[config.mk]
export PLATFORM = sky130hd
export DESIGN_NAME = pipelined_adder
export DESIGN_NICKNAME = d
export VERILOG_FILES = /design/src/rtl/adder_pkg.sv /design/src/rtl/adder_stage.sv /design/src/rtl/pipelined_adder.sv
export SDC_FILE = /design/constraint.sdc
export NUM_CORES = 1
export LEC_CHECK = 0
export ABC_CLOCK_PERIOD_IN_PS = 2500
export CORE_AREA = 2 2 91 93
export DETAILED_ROUTE_END_ITERATION = 16
export DIE_AREA = 0 0 93 95
export GPL_TIMING_DRIVEN = 0
export MAX_ROUTING_LAYER = met4
export PLACE_DENSITY = 0.78
export RECOVER_POWER = 100
export SYNTH_ARGS = -nofsm -noshare
export SYNTH_HDL_FRONTEND = slang
export SYNTH_SLANG_ARGS = --single-unit
[constraint.sdc]
create_clock -name clk -period 2.5 [get_ports clk]
set_input_delay 0.5 -clock clk [delete_from_list [all_inputs] [get_ports clk]]
set_output_delay 0.5 -clock clk [all_outputs]
set_load 0.005 [all_outputs]
[src/rtl/adder_pkg.sv]
// Shared helpers and types for the pipelined adder.
//   chunk_width    - bits resolved per pipeline stage
//   divides_evenly - configuration check used at elaboration
//   stage_ctrl_t   - per-stage control bits
// No ports (package).
package adder_pkg;

  // Bits of the carry chain handled by each stage.
  function automatic int unsigned chunk_width(input int unsigned width,
                                              input int unsigned stages);
    return width / stages;
  endfunction

  // The stage count must split the operand width into equal chunks.
  function automatic bit divides_evenly(input int unsigned width,
                                        input int unsigned stages);
    return (stages != 0) && ((width % stages) == 0);
  endfunction

  // Per-stage register contents: valid (1 bit), carry (1 bit) and a CHUNK-bit
  // sum slice. The slice width depends on the instance, so it is declared in
  // adder_stage; only the fixed-width control bits are grouped here.
  typedef struct packed {
    logic valid;
    logic carry;
  } stage_ctrl_t;

endpackage

[src/rtl/adder_stage.sv]
// One registered slice of the pipelined carry chain.
// Optional macro: PIPELINED_ADDER_OVERFLOW_EN adds o_ovf (signed overflow of
// this slice treated as the most significant one).
// Ports:
//   clk        - clock, rising edge
//   rst        - synchronous reset, active high
//   i_advance  - pipeline moves this cycle
//   i_valid    - incoming slot holds a real beat
//   i_a, i_b   - operand chunks
//   i_carry    - carry from the previous stage (or cin)
//   o_valid    - registered slot valid
//   o_sum      - registered sum chunk
//   o_carry    - registered carry out of this chunk
//   o_ovf      - registered carry-into-MSB XOR carry-out (macro only)
module adder_stage
  import adder_pkg::*;
#(
  parameter int unsigned CHUNK = 4
) (
  input  logic             clk,
  input  logic             rst,
  input  logic             i_advance,
  input  logic             i_valid,
  input  logic [CHUNK-1:0] i_a,
  input  logic [CHUNK-1:0] i_b,
  input  logic             i_carry,
  output logic             o_valid,
  output logic [CHUNK-1:0] o_sum,
  output logic             o_carry
`ifdef PIPELINED_ADDER_OVERFLOW_EN
  ,
  output logic             o_ovf
`endif
);

  logic [CHUNK:0] w_add;
  stage_ctrl_t    r_ctrl;
  logic [CHUNK-1:0] r_sum;

  assign w_add = {1'b0, i_a} + {1'b0, i_b} + {{CHUNK{1'b0}}, i_carry};

  // Valid follows the pipeline; data only loads for real beats so bubbles
  // leave the previous result in place.
  always_ff @(posedge clk) begin
    if (rst) begin
      r_ctrl <= '0;
      r_sum  <= '0;
    end else if (i_advance) begin
      r_ctrl.valid <= i_valid;
      if (i_valid) begin
        r_ctrl.carry <= w_add[CHUNK];
        r_sum        <= w_add[CHUNK-1:0];
      end
    end
  end

  assign o_valid = r_ctrl.valid;
  assign o_carry = r_ctrl.carry;
  assign o_sum   = r_sum;

`ifdef PIPELINED_ADDER_OVERFLOW_EN
  logic w_carry_into_msb;
  logic r_ovf;

  // Sum MSB = a ^ b ^ carry-in at that bit, so the carry into it is recoverable.
  assign w_carry_into_msb = w_add[CHUNK-1] ^ i_a[CHUNK-1] ^ i_b[CHUNK-1];

  always_ff @(posedge clk) begin
    if (rst) begin
      r_ovf <= 1'b0;
    end else if (i_advance && i_valid) begin
      r_ovf <= w_carry_into_msb ^ w_add[CHUNK];
    end
  end

  assign o_ovf = r_ovf;
`endif

endmodule

[src/rtl/pipelined_adder.sv]
// Pipelined WIDTH-bit adder: a + b + cin over STAGES register stages, with a
// valid/ready handshake on both sides and a single global stall.
// Optional macro: PIPELINED_ADDER_OVERFLOW_EN adds the ovf output.
// Ports:
//   clk, rst            - clock (rising edge), synchronous active-high reset
//   in_valid, in_ready  - input handshake; in_ready depends only on output side
//   a, b, cin           - operands and carry-in
//   out_valid, out_ready- output handshake
//   sum, cout           - registered result and carry out of bit WIDTH-1
//   ovf                 - registered signed overflow (macro only)
module pipelined_adder
  import adder_pkg::*;
#(
  parameter int unsigned WIDTH  = 16,
  parameter int unsigned STAGES = 4
) (
  input  logic             clk,
  input  logic             rst,
  input  logic             in_valid,
  output logic             in_ready,
  input  logic [WIDTH-1:0] a,
  input  logic [WIDTH-1:0] b,
  input  logic             cin,
  output logic             out_valid,
  input  logic             out_ready,
  output logic [WIDTH-1:0] sum,
  output logic             cout
`ifdef PIPELINED_ADDER_OVERFLOW_EN
  ,
  output logic             ovf
`endif
);

  localparam int unsigned CHUNK = chunk_width(WIDTH, STAGES);

  if (!divides_evenly(WIDTH, STAGES)) begin : gen_cfg_err
    $error("pipelined_adder: STAGES must divide WIDTH exactly");
  end

  logic              w_advance;
  logic [STAGES-1:0] w_valid;
  logic [STAGES-1:0] w_carry;
`ifdef PIPELINED_ADDER_OVERFLOW_EN
  logic [STAGES-1:0] w_ovf;
`endif

  // Whole pipeline moves together; it only stops when a result is waiting
  // and the consumer refuses it.
  assign w_advance = !out_valid || out_ready;
  assign in_ready  = w_advance;

  for (genvar k = 0; k < STAGES; k++) begin : gen_stage
    // Operand bits still to be added: chunks k..STAGES-1, chunk k at the LSB.
    localparam int unsigned VIEW_W = WIDTH - k * CHUNK;

    logic [VIEW_W-1:0]      w_a_view;
    logic [VIEW_W-1:0]      w_b_view;
    logic                   w_valid_in;
    logic                   w_carry_in;
    logic [CHUNK-1:0]       w_sum_chunk;
    logic [(k+1)*CHUNK-1:0] w_sum_asm;

    if (k == 0) begin : gen_first
      assign w_a_view   = a;
      assign w_b_view   = b;
      assign w_valid_in = in_valid;
      assign w_carry_in = cin;
      assign w_sum_asm  = w_sum_chunk;
    end else begin : gen_rest
      logic [k*CHUNK-1:0] r_sum_lo;

      assign w_a_view   = gen_stage[k-1].gen_skew.r_a_skew;
      assign w_b_view   = gen_stage[k-1].gen_skew.r_b_skew;
      assign w_valid_in = w_valid[k-1];
      assign w_carry_in = w_carry[k-1];

      // Lower sum chunks finished by earlier stages ride along with the beat.
      always_ff @(posedge clk) begin
        if (rst) begin
          r_sum_lo <= '0;
        end else if (w_advance && w_valid_in) begin
          r_sum_lo <= gen_stage[k-1].w_sum_asm;
        end
      end

      assign w_sum_asm = {w_sum_chunk, r_sum_lo};
    end

    if (k < STAGES - 1) begin : gen_skew
      logic [VIEW_W-CHUNK-1:0] r_a_skew;
      logic [VIEW_W-CHUNK-1:0] r_b_skew;

      always_ff @(posedge clk) begin
        if (rst) begin
          r_a_skew <= '0;
          r_b_skew <= '0;
        end else if (w_advance && w_valid_in) begin
          r_a_skew <= w_a_view[VIEW_W-1:CHUNK];
          r_b_skew <= w_b_view[VIEW_W-1:CHUNK];
        end
      end
    end

    adder_stage #(
      .CHUNK(CHUNK)
    ) u_stage (
      .clk      (clk),
      .rst      (rst),
      .i_advance(w_advance),
      .i_valid  (w_valid_in),
      .i_a      (w_a_view[CHUNK-1:0]),
      .i_b      (w_b_view[CHUNK-1:0]),
      .i_carry  (w_carry_in),
      .o_valid  (w_valid[k]),
      .o_sum    (w_sum_chunk),
      .o_carry  (w_carry[k])
`ifdef PIPELINED_ADDER_OVERFLOW_EN
      ,
      .o_ovf    (w_ovf[k])
`endif
    );
  end

  assign out_valid = w_valid[STAGES-1];
  assign sum       = gen_stage[STAGES-1].w_sum_asm;
  assign cout      = w_carry[STAGES-1];
`ifdef PIPELINED_ADDER_OVERFLOW_EN
  assign ovf       = w_ovf[STAGES-1];
`endif

endmodule

==> out/metrics.sh, run 1 <==
FINALNONFILLERCELLS=670
CLKLATENCYLATEPIN_NS=0.37
DP_CELLS=655
SYNTHADDERAREAFRAC_PCT=7.34
VIAS_PER_CELL=5.86
SETUP_VIOL=0
CRITICAL_PATH.REG2REG.STARTPOINT='gen_stage[1].gen_skew.r_a_skew[0]'
CRIT_REQUIRED_NS=2.73
SYNTH_TOP_FAMILY_BY_AREA='compound AO/OA/AOI/OAI gates'
SINKS_ON_CLOCK_NET=96
SYNTHSIMPLEGATEAREAFRAC_PCT=14.0
DR.FIRST_ITER.DRC_COUNT=242
SYNTH-EDFF-COUNT=0
CRIT_FANOUT=10
FINAL-HOLD-VIOLATION-COUNT=0
DRT-TOTAL-WL_MM=11.1
YOSYSUNIQUECELLTYPES=35
NUMBER_OF_H_TREE_LEVELS=3
ENDPOINT='gen_stage[1].u_stage.o_valid'
YOSYS_MOST_USED_DFF='sky130_fd_sc_hd__dfxtp_1'
VIAS=3929
MUXSHAREOFSYNTHAREA_PCT=0
GRT_PASS1_VIAS=3773
NUMBER_OF_BUFFERS_BETWEEN_CLOCK_ROOT_AND_THE_DEEPEST_SINK=2
WORSTSETUPSTARTPOINTTYPE='input pin'
HOLD_START='gen_stage[0].gen_skew.r_b_skew[6]'
CRITICALPATHCATEGORY='in2reg'
FF2FF_SETUP_SLACK_NS=0.66
POST-ROUTE-PERIOD-UTIL_PCT=94.5
CLOCK_SKEW_NS=0.0112
CRITICAL_PATH.REG2REG.ENDPOINT='gen_stage[2].u_stage.o_carry'
LEAKAGE_nW=1.78
MAXSLEWVIOLCOUNT=0
LAYOUT.CELLS.MOST_COMMON='sky130_fd_sc_hd__dfxtp_1'
REG2REGPATHDEPTH=6
FILLER_CELL_COUNT=746
TIMING.CRITICAL_PATH.ARRIVAL_NS=2.59
ROUTED_LENGTH_PER_PLACED_INSTANCE_UM=16.6
POWERDENSITY_mW_PER_MM2=565
SYNTH.CELL_AREA_MM2=0.00423
POST-CTS-SETUP-BUFFER-COUNT=0
SYNTHTOLAYOUTAREAGROWTH_PCT=20.0
CLOCK-ROOT-BUFFER='sky130_fd_sc_hd__clkbuf_8'
MAX_FREQ_MHz=423
RSZ0062_AT_GRT='no'
SYNTH_COMPOUND_GATE_AREA_SHARE_PCT=25.1
POST_CTS.RESIZED_INSTANCES=0
SYNTH_SEQUENTIAL_AREA_RATIO_PCT=45.5
ROW_COUNT=33
LAYOUT_MIN_CYCLE_TIME_NS=2.36
SYNTH_XOR_XNOR_AREA_SHARE_PCT=0.829
MIN_DELAY_PATH_DEPTH=2
PLACE.PORT_BUFFERS=55
CRITPATHCAPTURETYPE='register'
GRT_USAGE_PCT=27.7
STARTPOINT='rst'
SYN_NETS=552
GRT-OVFL-TOTAL=0
CORE_AREA_MM2=0.00793
MIN-DELAY-PATH-CLASS='reg2reg'
REMAINING_DESIGN_RULE_VIOLATION_COUNT=0
WIRE_LENGTH_OF_THE_FIRST_GLOBAL_ROUTING_PASS_MM=18.4
FLOORPLAN.INITIALDENSITY_PCT=53.3
WORSTMARGINPINSLEW_NS=0.698
DESIGN.DIE.AREA_MM2=0.00884
SYN_AVG_CELL_AREA_UM2=8.54
WORST_IR_DROP_VDD_V=0.000342
FIN_HOLD_WS_NS=0.473
CLK_TRANSITION_REPORTED_PATHS_NS=0.10
SYN_INST=495
ANTENNA_VIOLATIONS_BEFORE_REPAIR=0
FIRSTDRTPASSITERS=5
DRIVE_ABOVE_1_SHARE_PCT=7.96
ASYNCSETRESETFLOPFRACSYNTH_PCT=0
SETUP_SLACK_NS=0.137
LARGEST_NET_DEGREE_AT_THE_START_OF_GLOBAL_ROUTING=19
CLOCK_TREE_FROM_TRITONCTS='built'
NUMCTSBUFFERS=9
LAYOUT.NETS=617
DIE_HEIGHT_UM=95
DIE_W_UM=93
SLEW_HEADROOM_PCT=53.5
STATUS='finished, final reports clean'
DIODES=0
FINALWEIGHTEDCONGESTION=0.884
MAX_CAP_VIOL_COUNT=0
ANT_NETS=0
FINAL_CELL_MIX='sky130_fd_sc_hd__dfxtp_1, sky130_fd_sc_hd__a21oi_1, sky130_fd_sc_hd__o21ai_0, sky130_fd_sc_hd__nand3_1, sky130_fd_sc_hd__clkdlybuf4s50_1'
PRE_CTS_WS_NS=-0.187
DP_HPWL_MM=8.21
CTS_HOLD_BUF=0
YOSYS_WARNINGS=0
SYNTH.FF_LATCH_COUNT=96
NUM_IO_PINS=56
layer usage:
layer	share of wire (%)	vias to the layer above	GRT usage, %
li1	-	1907	-
met1	43	1860	33.5
met2	49	134	46.2
met3	5.5	28	4.23
met4	2.8	0	12.4
met5	0	-	-
cell families after synthesis:
kind of cell    after synthesis
xor+xnor                      4
compound gates              196
buf+inv                      67
flops                        96
fa+ha+maj                    20
simple gates                112
final cells by class:
cell class	instances	area [um2]	area share, %
clock buffer	9	124	2.44
sequential	96	1920	37.9
tap	105	131	2.59
clock inverter	7	61.3	1.21
multi-input combinational	332	2000	39.3
inverter	18	67.6	1.33
buffer	48	223	4.39
timing repair buffer	55	551	10.8
critical path: stages:
cell and delay, ns:
sky130_fd_sc_hd__dlygate4sd3_1 0.74, sky130_fd_sc_hd__clkbuf_1 0.44, sky130_fd_sc_hd__buf_2 0.32, sky130_fd_sc_hd__clkbuf_1 0.48, sky130_fd_sc_hd__a21oi_1 0.09
worst min-delay path by stage:
stage | to | slack (ns)
final | gen_stage[1].gen_skew.r_b_skew[2] | 0.47
after CTS | gen_stage[1].gen_skew.r_b_skew[2] | 0.47
after floorplan | gen_stage[1].gen_skew.r_b_skew[1] | 0.44
after global routing | gen_stage[3].gen_rest.r_sum_lo[6] | 0.50
after global placement | gen_stage[1].gen_skew.r_b_skew[1] | 0.45
after detailed placement | gen_stage[1].gen_skew.r_b_skew[1] | 0.46
report_power, final:
| part | switching [W] | internal, W |
|---|---|---|
| Combinational | 0.000161 | 0.000134 |
| Clock | 0.000584 | 0.000379 |
| Sequential | 0.0000298 | 0.00158 |
synth_stat cells, types with 2 or more instances:
master	instances	area, um2
sky130_fd_sc_hd__a2111o_1	2	22.5
sky130_fd_sc_hd__a2111oi_0	2	17.5
sky130_fd_sc_hd__a21oi_1	94	470
sky130_fd_sc_hd__a221o_1	2	20.0
sky130_fd_sc_hd__a221oi_1	2	17.5
sky130_fd_sc_hd__a311oi_1	6	52.6
sky130_fd_sc_hd__and2_1	2	12.5
sky130_fd_sc_hd__buf_2	20	100
sky130_fd_sc_hd__buf_4	7	52.6
sky130_fd_sc_hd__clkbuf_1	19	71.3
sky130_fd_sc_hd__clkbuf_2	2	10.0
sky130_fd_sc_hd__dfxtp_1	96	1920
sky130_fd_sc_hd__fa_1	8	160
sky130_fd_sc_hd__ha_1	12	150
sky130_fd_sc_hd__inv_1	16	60.1
sky130_fd_sc_hd__inv_2	2	7.51
sky130_fd_sc_hd__nand2_1	8	30.0
sky130_fd_sc_hd__nand3_1	80	400
sky130_fd_sc_hd__nand3b_1	2	15.0
sky130_fd_sc_hd__nor2b_1	7	43.8
sky130_fd_sc_hd__nor3_1	4	20.0
sky130_fd_sc_hd__nor4b_1	2	17.5
sky130_fd_sc_hd__o21ai_0	83	415
sky130_fd_sc_hd__or2_2	3	18.8
sky130_fd_sc_hd__xnor2_1	4	35.0
metrics by stage:
| stage | TNS, ns | utilization (%) | power (W) | instance area [um2] |
|---|---|---|---|---|
| finish | 0 | 64.0 | 0.00287 | 5070 |
| global route | 0 | 64.0 | 0.00298 | 5070 |
| CTS | 0 | 64.3 | 0.00287 | 5090 |
| detailed placement | -0.187 | 61.9 | 0.00194 | 4910 |
| global placement | -0.124 | 61.9 | 0.00193 | 4910 |
| floorplan | 0 | - | 0.00181 | 4230 |
sequential cells by signal, indices dropped and copies added (netlist names):
| signal | cells |
|---|---|
| gen_stage.gen_rest.r_sum_lo | 24 |
| gen_stage.gen_skew.r_a_skew | 24 |
| gen_stage.gen_skew.r_b_skew | 24 |
| gen_stage.u_stage.o_carry | 4 |
| gen_stage.u_stage.o_sum | 16 |
| gen_stage.u_stage.o_valid | 4 |
Note: power is estimated with default switching activity, not from simulation.
==> run 2: changes to the inputs <==
- CORE_AREA: 2 2 91 93 -> 2 2 70 121
- DIE_AREA: 0 0 93 95 -> 0 0 72 123
- SKIP_LAST_GASP: unset -> 1
==> out/metrics.sh, run 2 (same netlist as run 1, synthesis figures left out) <==
CLK_TRANSITION_REPORTED_PATHS_NS=0.06  # was 0.10 ns
CRITPATHCAPTURETYPE='primary output'  # was register
SEQUENTIAL_CELL_AREA_MM2=0.00192  # unchanged
SLEW_HEADROOM_PCT=58.2  # was 53.5%
MIN-DELAY-PATH-CLASS='reg2reg'  # unchanged
PLACE.PORT_BUFFERS=55  # unchanged
POSTPLACECELLAREA_MM2=0.00489  # was 0.00491 mm2
NUMCTSBUFFERS=9  # unchanged
FINALWEIGHTEDCONGESTION=0.919  # was 0.884
ANTENNA_VIOLATIONS_BEFORE_REPAIR=0  # unchanged
CRITICALPATHCATEGORY='in2out'  # was in2reg
LAYOUT.NETS=617  # unchanged
STARTPOINT='out_ready'  # was rst
DP_HPWL_MM=8.42  # was 8.21 mm
CRITICAL_PATH.SLOWEST_CELL='sky130_fd_sc_hd__clkdlybuf4s50_1'  # was sky130_fd_sc_hd__dlygate4sd3_1
GRT_PASS1_VIAS=3786  # was 3773
RSZ0062_AT_GRT='no'  # unchanged
DELAY_HEAVIEST_FAMILY_CP='buffers and inverters'  # unchanged
WORSTPATHBUFFERINVERTERCOUNT=3  # was 4
LEAKAGE_nW=1.84  # was 1.78 nW
REMAINING_DESIGN_RULE_VIOLATION_COUNT=0  # unchanged
LARGEST_NET_DEGREE_AT_THE_START_OF_GLOBAL_ROUTING=16  # was 19
WORST_IR_DROP_VDD_V=0.000450  # was 0.000342 V
ROUTED_LENGTH_PER_PLACED_INSTANCE_UM=17.1  # was 16.6 um
MULTI_INPUT_COMB_AREA_MM2=0.00200  # about the same
REG.LARGEST.LIST='gen_stage.gen_skew.r_a_skew (24), gen_stage.gen_skew.r_b_skew (24), gen_stage.gen_rest.r_sum_lo (24)'  # unchanged
DIE_HEIGHT_UM=123  # was 95 um
SINKS_ON_CLOCK_NET=96  # unchanged
CRITICAL_PATH.REG2REG.ENDPOINT='gen_stage[3].u_stage.o_sum[2]'  # was gen_stage[2].u_stage.o_carry
CRITICAL_PATH.REG2REG.STARTPOINT='gen_stage[2].gen_skew.r_a_skew[0]'  # was gen_stage[1].gen_skew.r_a_skew[0]
LAYOUT_MIN_CYCLE_TIME_NS=2.36  # about the same
CLOCK_SKEW_NS=0.00791  # was 0.0112 ns
NUMBER_OF_BUFFERS_BETWEEN_CLOCK_ROOT_AND_THE_DEEPEST_SINK=2  # unchanged
GRT_USAGE_PCT=28.0  # was 27.7%
REG2REGPATHDEPTH=6  # unchanged
CTS_HOLD_BUF=0  # unchanged
CLOCK-ROOT-BUFFER='sky130_fd_sc_hd__clkbuf_16'  # was sky130_fd_sc_hd__clkbuf_8
CRITICAL_PATH.MOST_COMMON_CELL='sky130_fd_sc_hd__clkdlybuf4s50_1'  # was sky130_fd_sc_hd__clkbuf_1
PRE_CTS_WS_NS=-0.181  # was -0.187 ns
WORST-PATH-STAGES=4  # was 5
STATUS='finished, final reports clean'  # unchanged
POST-CTS-SETUP-BUFFER-COUNT=0  # unchanged
LAYOUT.CELLS.MOST_COMMON='sky130_fd_sc_hd__dfxtp_1'  # unchanged
WORSTMARGINPINSLEW_NS=0.627  # was 0.698 ns
SYNTHTOLAYOUTAREAGROWTH_PCT=22.1  # was 20.0%
DRIVE_ABOVE_1_SHARE_PCT=7.79  # was 7.96%
FINAL_CELL_MIX='sky130_fd_sc_hd__dfxtp_1, sky130_fd_sc_hd__a21oi_1, sky130_fd_sc_hd__o21ai_0, sky130_fd_sc_hd__nand3_1, sky130_fd_sc_hd__clkdlybuf4s50_1'  # unchanged
WIRE_LENGTH_OF_THE_FIRST_GLOBAL_ROUTING_PASS_MM=18.5  # was 18.4 mm
FIRSTDRTPASSITERS=5  # unchanged
POWERDENSITY_mW_PER_MM2=621  # was 565 mW/mm2
MAX_FREQ_MHz=423  # about the same
ROW_COUNT=43  # was 33
FINAL_CORE_UTILIZATION_PCT=65.3  # was 64.0%
GRT-OVFL-TOTAL=0  # unchanged
ANT_NETS=0  # unchanged
DESIGN.DIE.AREA_MM2=0.00886  # was 0.00884 mm2
CRIT_REQUIRED_NS=2.00  # was 2.73 ns
CP_SLOWEST_STAGE_DELAY_NS=0.56  # was 0.74 ns
MAXSLEWVIOLCOUNT=0  # unchanged
CLKLATENCYLATEPIN_NS=0.34  # was 0.37 ns
FINALSETUPTNS_NS=0  # unchanged
WORSTSETUPSTARTPOINTTYPE='input pin'  # unchanged
MAX_CAP_VIOL_COUNT=0  # unchanged
NUM_IO_PINS=56  # unchanged
FINALINSTANCEAREA_MM2=0.00516  # was 0.00507 mm2
DRT-TOTAL-WL_MM=11.2  # was 11.1 mm
ENDPOINT='in_ready'  # was gen_stage[1].u_stage.o_valid
VIAS=3897  # was 3929
DR.FIRST_ITER.DRC_COUNT=303  # was 242
CLOCK_TREE_FROM_TRITONCTS='built'  # unchanged
SETUP_SLACK_NS=0.137  # about the same
FILLER_CELL_COUNT=702  # was 746
FF2FF_SETUP_SLACK_NS=0.61  # was 0.66 ns
FLOORPLAN.INITIALDENSITY_PCT=53.5  # was 53.3%
POST-ROUTE-PERIOD-UTIL_PCT=94.5  # about the same
TIMING.CRITICAL_PATH.ARRIVAL_NS=1.86  # was 2.59 ns
VIAS_PER_CELL=5.95  # was 5.86
DIODES=0  # unchanged
DIE_W_UM=72  # was 93 um
CRIT_FANOUT=17  # was 10
NUMBER_OF_H_TREE_LEVELS=3  # unchanged
CHAIN_OF_CELLS_FORMING_THE_CRITICAL_PATH='clkdlybuf4s50_1, nor2b_4, inv_2, clkdlybuf4s50_1'  # was dlygate4sd3_1, clkbuf_1, buf_2, clkbuf_1, a21oi_1
FINAL-HOLD-VIOLATION-COUNT=0  # unchanged
SETUP_VIOL=0  # unchanged
POST_CTS.RESIZED_INSTANCES=0  # unchanged
CORE_AREA_MM2=0.00791  # was 0.00793 mm2
run 2: metal layers:
layer | GRT usage [%] | up-vias | part of all wire (%)
li1 | - | 1910 | -
met5 | - | - | 0
met3 | 5.22 | 36 | 4.5
met1 | 29.7 | 1831 | 36
met2 | 48.9 | 120 | 54
met4 | 14.7 | 0 | 4.9
run 2: layout make-up:
| class | instances | area share (%) |
|---|---|---|
| inverters | 18 | 1.31 |
| multi-input cells | 332 | 38.8 |
| well taps | 90 | 2.18 |
| clock inverters | 5 | 0.606 |
| flip-flops and latches | 96 | 37.2 |
| repair buffers | 55 | 10.7 |
| plain buffers | 48 | 4.34 |
| clock buffers | 11 | 4.90 |
run 2: report_power, final:
| part | switching [W] | internal (W) | leakage (nW) |
|---|---|---|---|
| sequential | 0.0000304 | 0.00158 | 0.781 |
| combinational | 0.000162 | 0.000134 | 0.916 |
| clock | 0.000572 | 0.000725 | 0.141 |
| total | 0.000765 | 0.00244 | 1.84 |
run 2: worst min-delay path by stage:
stage                                        endpoint                         startpoint  slack, ns  cells after the start
detailed placement  gen_stage[1].gen_skew.r_b_skew[2]  gen_stage[0].gen_skew.r_b_skew[6]       0.46                      2
floorplan           gen_stage[1].gen_skew.r_b_skew[1]  gen_stage[0].gen_skew.r_b_skew[5]       0.44                      2
global route        gen_stage[1].gen_skew.r_b_skew[2]  gen_stage[0].gen_skew.r_b_skew[6]       0.48                      2
finish              gen_stage[1].gen_skew.r_b_skew[2]  gen_stage[0].gen_skew.r_b_skew[6]       0.47                      2
CTS                 gen_stage[1].gen_skew.r_b_skew[2]  gen_stage[0].gen_skew.r_b_skew[6]       0.47                      2
global placement    gen_stage[1].gen_skew.r_b_skew[2]  gen_stage[0].gen_skew.r_b_skew[6]       0.45                      2
run 2: worst register-to-register path: cells and delay by family, from the launching register on:
kind / cells / cell delay [ns]
adder cells (fa/ha/maj): 2 / 0.87
XOR/XNOR: 1 / 0.26
buffers and inverters: 1 / 0.06
flip-flops: 1 / 0.33
AND/OR/NAND/NOR: 1 / 0.11
AO/OA/AOI/OAI: 1 / 0.19
run 2: metrics by stage:
| stage | power (W) | hold WS (ns) | std cells |
|---|---|---|---|
| after floorplan | 0.00181 | 0.440 | 495 |
| after global placement | 0.00193 | 0.448 | 640 |
| after detailed placement | 0.00194 | 0.457 | 640 |
| after CTS | 0.00322 | 0.466 | 656 |
| after global routing | 0.00332 | 0.479 | 655 |
| final | 0.00320 | 0.466 | 655 |
